`src/rtl/ddp_join_pkg.sv`:
```
// ddp_join_pkg: field widths, packet layouts and matching-memory entry for the join stage.
package ddp_join_pkg;
  localparam int DEST_W = 3;
  localparam int GEN_W = 8;
  localparam int NODE_W = 7;
  localparam int DATA_W = 16;
  localparam int IDX_W = 5;
  localparam int DEPTH = 2 ** IDX_W;
  localparam int IN_W = DEST_W + GEN_W + NODE_W + 4 + DATA_W;
  localparam int OUT_W = IN_W + DATA_W;
  typedef struct packed {
    logic [DEST_W-1:0] dest;
    logic [GEN_W-1:0] gen;
    logic [NODE_W-1:0] node;
    logic lr;
    logic jn;
    logic ovf;
    logic rsv;
    logic [DATA_W-1:0] data;
  } in_pkt_t;
  typedef struct packed {
    logic [DEST_W-1:0] dest;
    logic [GEN_W-1:0] gen;
    logic [NODE_W-1:0] node;
    logic lr;
    logic jn;
    logic ovf;
    logic rsv;
    logic [DATA_W-1:0] data_l;
    logic [DATA_W-1:0] data_r;
  } out_pkt_t;
  typedef struct packed {
    logic valid;
    logic [GEN_W-1:0] gen;
    logic [NODE_W-1:0] node;
    logic lr;
    logic [DEST_W-1:0] dest;
    logic [DATA_W-1:0] data;
  } mm_entry_t;
endpackage

```
`src/rtl/jm_mem.sv`:
```
// jm_mem: direct-mapped matching memory with combinational read, single write port and occupancy count.
module jm_mem
  import ddp_join_pkg::*;
(
  input  logic             clk,
  input  logic             rst,
  input  logic [IDX_W-1:0] idx,
  output mm_entry_t        rd,
  input  logic             we,
  input  mm_entry_t        wr,
  output logic [IDX_W:0]   occ
);
  localparam logic [IDX_W:0] ONE = 1;
  mm_entry_t mem [DEPTH];
  // Writes only ever flip an entry's valid bit, so occ moves by exactly one.
  always_ff @(posedge clk or posedge rst)
    if (rst) begin
      for (int i = 0; i < DEPTH; i++) mem[i] <= '0;
      occ <= '0;
    end else if (we) begin
      mem[idx] <= wr;
      occ <= wr.valid ? occ + ONE : occ - ONE;
    end
  assign rd = mem[idx];
endmodule

```
`src/rtl/join_match_unit.sv`:
```
// join_match_unit: pairs L/R operands by (GEN,NODE) in a matching memory and emits fused packets.
// Define JOIN_OVF_EN to emit colliding packets with OVF=1 instead of stalling.
module join_match_unit
  import ddp_join_pkg::*;
(
  input  logic             CLK,
  input  logic             MR,
  input  logic             Send_in,
  output logic             Ack_out,
  input  logic [IN_W-1:0]  PACKET_IN,
  output logic             Send_out,
  input  logic             Ack_in,
  output logic [OUT_W-1:0] PACKET_OUT,
  output logic [IDX_W:0]   MM_OCC
);
  in_pkt_t pin;
  out_pkt_t pout, nxt;
  mm_entry_t rd, wr;
  logic hit, coll, stall, acc, we, emit;
  logic unused_bits;
  assign pin = PACKET_IN;
  assign PACKET_OUT = pout;
  assign unused_bits = ^{rd.dest, pin.ovf};
  jm_mem u_mem (.clk(CLK), .rst(MR), .idx(pin.node[IDX_W-1:0]), .rd(rd), .we(we), .wr(wr), .occ(MM_OCC));
  always_comb begin
    hit = rd.valid && rd.gen == pin.gen && rd.node == pin.node && rd.lr != pin.lr;
    coll = pin.jn && rd.valid && !hit;
`ifdef JOIN_OVF_EN
    stall = 1'b0;
`else
    stall = coll;
`endif
    Ack_out = ~MR & (~Send_out | Ack_in) & ~stall;
    acc = Send_in & Ack_out;
    we = acc & pin.jn & ~coll;
    // Non-join bypasses, fusions and accepted collisions all produce an output.
    emit = acc & (~pin.jn | rd.valid);
    wr = '{valid: ~rd.valid, gen: pin.gen, node: pin.node, lr: pin.lr, dest: pin.dest, data: pin.data};
    nxt = '{dest: pin.dest, gen: pin.gen, node: pin.node, lr: 1'b0, jn: pin.jn, ovf: coll, rsv: pin.rsv,
            data_l: hit & pin.lr ? rd.data : pin.data,
            data_r: hit ? (pin.lr ? pin.data : rd.data) : '0};
  end
  always_ff @(posedge CLK or posedge MR)
    if (MR) begin
      Send_out <= 1'b0;
      pout <= '0;
    end else if (emit) begin
      Send_out <= 1'b1;
      pout <= nxt;
    end else if (Ack_in) Send_out <= 1'b0;
endmodule

```
`config.mk`:
```
export PLATFORM = sky130hd
export DESIGN_NAME = join_match_unit
export DESIGN_NICKNAME = d
export VERILOG_FILES = /design/src/rtl/ddp_join_pkg.sv /design/src/rtl/jm_mem.sv /design/src/rtl/join_match_unit.sv
export SDC_FILE = /design/constraint.sdc
export NUM_CORES = 2
export LEC_CHECK = 0
export BUFFER_PORTS_ARGS = -buffer_cell sky130_fd_sc_hd__buf_2
export CAP_MARGIN = 10
export CORE_MARGIN = 2
export CORE_UTILIZATION = 60
export DETAILED_ROUTE_END_ITERATION = 10
export GPL_TIMING_DRIVEN = 0
export PLACE_DENSITY = 0.77
export SYNTH_ARGS = -nofsm -noshare
export SYNTH_HDL_FRONTEND = slang
export SYNTH_SLANG_ARGS = --single-unit
```
`constraint.sdc`:
```
create_clock -name CLK -period 94.9 [get_ports CLK]
set_input_delay 4.745 -clock CLK [delete_from_list [all_inputs] [get_ports CLK]]
set_output_delay 4.745 -clock CLK [all_outputs]
set_load 0.02 [all_outputs]
```
==> impl_metrics.tcl <==
set metrics [dict create \
    outcome "finished clean" \
    drv_slew 0 \
    hold_viol_final 0 \
    cts_hold_buffers 0 \
    worst-path-buf-inv 8 \
    cts_tree "built" \
    clk_path_buf_depth 3 \
    grt_pass1_vias 32800 \
    insertion_delay_ps 700 \
    worstReg2RegEnd "PACKET_OUT[37]$_DFFE_PP0P_" \
    maxCapViolCount 0 \
    cp_max_fo 10 \
    viasPerCell 6.73 \
    rrSetupSlack_ps 89650 \
    yosys_warnings 0 \
    use_met2 0.535 \
    post_cts_buffers 0 \
    port_buffers 99 \
    powerDensity_nw_per_um2 19.5 \
    htreeDepth 3 \
    max_clock_freq_mhz 66.2 \
    r2r-start "u_mem.mem[461]$_DFFE_PP0P_" \
    whs_ps 468 \
    comb_power_share 0.115 \
    cts-root-buf "clkbuf_16" \
    gr-total-overflow 0 \
    async_flop_share 1.00 \
    gp_congestion 0.906 \
    ys_seq_elements 1116 \
    p_sw_frac 0.255 \
    vias 32900 \
    cp_top_family "buffers and inverters" \
    synth_flop_cell "dfrtp_1" \
    fp.dieW_um 296 \
    tightest_slew_ps 1390 \
    dr.pass1.iters 5 \
    peakVddDrop_v 0.0000187 \
    reg2reg_depth 11 \
    hold-path-cell-count 1 \
    clkTransAtPathRegs_ps 60 \
    ys_types 68 \
    initial_core_util 0.604 \
    grt_busiest_layer "met1" \
    numCtsBuffers 114 \
    rsz0062_at_grt "false" \
    slew_headroom 0.0765 \
    power_leakage_nw 28.1 \
    sequentialPowerShare 0.481 \
    ys_seq_area_frac 0.545 \
    netlist_instances 3431 \
    cp_common_cell "buf_2" \
    final_common_cell "dfrtp_1" \
    final_layout_size_suffix_gt1_frac 0.352 \
    dpl.hpwl_mm 106 \
    track_usage 0.374 \
    worstSetupEndpoint "Ack_out" \
    use_met1 0.539 \
    post_cts_resized 0 \
    fin_setup_tns_ps 0 \
    io_pins 104 \
    wirelength_mm 161 \
    placementRows 107 \
    power_switching_uw 285 \
    synth_edf_count 0 \
    drtAntennaViolNets 0 \
    fin_crit_sh 0.159 \
    max_stage_delay_ps 830 \
    critical_path_depth 16 \
    syn2layout_area_growth_pct 11.6 \
    final_cell_mix "dfrtp_1, mux2_2, mux2_1" \
    drtIter0Drc 4047 \
    skew_ps 31.9 \
    grt_max_degree 136 \
    cts_sinks 1116 \
    setup_violations 0 \
    required_ps 90150 \
    fp.coreArea_um2 84900 \
    finalCriticalPeriod_ps 15120 \
    grt_pass1_wl_mm 233 \
    crit_start "PACKET_IN[24]" \
    use_met3 0.119 \
    p_int_uw 829 \
    n_antenna_cell 0 \
    hold_class "flop to flop" \
    cp-end-kind "output pin" \
    grt_antenna_before_repair 10 \
    dieArea_um2 87800 \
    syn_area_um2 51300 \
    final_nets 3707 \
    wl_per_cell_um 32.9 \
    drc 0 \
    syn_nets 3478 \
    cp_cell_sequence "buf_2 -> buf_4 -> buf_4 -> nand4bb_1 -> buf_2 -> o22ai_1 -> nor4_1 -> nand2_1 -> xor2_1 -> nor4_2 -> nand4_4 -> buf_6 -> buf_2 -> clkbuf_1 -> a31oi_1 -> buf_2" \
    worstPathArrival_ps 10370 \
    startpoint_type "primary input" \
    die_h_um 296 \
    crit_slowest_cell "nor4_1" \
    path_class "primary input to output pin" \
    synth.avg_cell_area_um2 14.9 \
    clkPwrFrac 0.403 \
]
layout make-up:
type | count | area [um2]
fill | 6054 | 27700
clock inverter | 36 | 297
inverter | 12 | 65.1
sequential | 1116 | 27900
timing repair buffer | 113 | 811
multi-input combinational | 1988 | 21400
tap | 1144 | 1430
clock buffer | 173 | 3420
buffer | 315 | 1840
power by group through the flow:
stage	clock network [mW]	registers (mW)	logic [mW]
floorplan	0	0.544	0.0849
global placement	0	0.544	0.122
detailed placement	0	0.543	0.127
CTS	0.450	0.535	0.127
global route	0.469	0.540	0.137
finish	0.449	0.536	0.129
flip-flops by register name, indices dropped and copies added (netlist names):
register / flops
PACKET_OUT: 53
u_mem.occ: 6
u_mem.mem: 1056
Send_out: 1
stage by stage:
| stage | total power [mW] | std cells | utilization | setup slack [ps] | instance area [um2] |
|---|---|---|---|---|---|
| 2_1_floorplan | 0.628 | 3431 | - | 58710 | 51300 |
| 3_3_place_gp | 0.666 | 4674 | 0.627 | 47120 | 53200 |
| 3_5_place_dp | 0.670 | 4687 | 0.630 | 80190 | 53500 |
| 4_1_cts | 1.11 | 4896 | 0.674 | 80160 | 57200 |
| 5_1_grt | 1.15 | 4897 | 0.674 | 79890 | 57200 |
| 6_report | 1.11 | 4897 | 0.674 | 79780 | 57200 |
per-layer routing:
layer  part of all wire  vias to the layer above
met5             0.0011                        -
met4              0.040                       10
met3               0.12                      415
met2               0.43                     1975
met1               0.41                    17500
li1                   -                    13100
cell families (layout without fill, tap and decap cells):
logic type,count (synthesis),in the layout,share of synthesized area
multiplexers,1346,1346,0.328
buffers and inverters,327,649,0.0370
other,1,1,0.0000732
AND/OR/NAND/NOR,357,357,0.0414
adder cells (fa/ha/maj),5,5,0.00137
AO/OA/AOI/OAI,264,264,0.0452
flip-flops,1116,1116,0.545
XOR/XNOR,15,15,0.00256
worst min-delay path by stage:
stage | start | end | slack, ps
6_report | u_mem.mem[524]$_DFFE_PP0P_ | u_mem.mem[524]$_DFFE_PP0P_ | 470
3_5_place_dp | u_mem.mem[706]$_DFFE_PP0P_ | u_mem.mem[706]$_DFFE_PP0P_ | 450
2_1_floorplan | u_mem.mem[598]$_DFFE_PP0P_ | u_mem.mem[598]$_DFFE_PP0P_ | 430
4_1_cts | u_mem.mem[346]$_DFFE_PP0P_ | u_mem.mem[346]$_DFFE_PP0P_ | 470
5_1_grt | u_mem.mem[707]$_DFFE_PP0P_ | u_mem.mem[707]$_DFFE_PP0P_ | 480
3_3_place_gp | u_mem.mem[671]$_DFFE_PP0P_ | u_mem.mem[671]$_DFFE_PP0P_ | 450
cell usage after synthesis (29+ instances only):
cell type / instances / area share
buf_6: 47 / 0.010
a22oi_1: 32 / 0.0047
nor4_1: 29 / 0.0035
buf_4: 57 / 0.0083
o22ai_1: 116 / 0.014
mux2_2: 498 / 0.11
nor2b_1: 82 / 0.010
mux2i_1: 272 / 0.053
mux2_1: 353 / 0.078
clkbuf_1: 114 / 0.0083
mux2_4: 72 / 0.021
nand2_1: 59 / 0.0043
buf_2: 71 / 0.0069
or2_2: 82 / 0.010
mux4_2: 151 / 0.066
dfrtp_1: 1116 / 0.54
No activity file was read; power rests on OpenSTA's default activity.
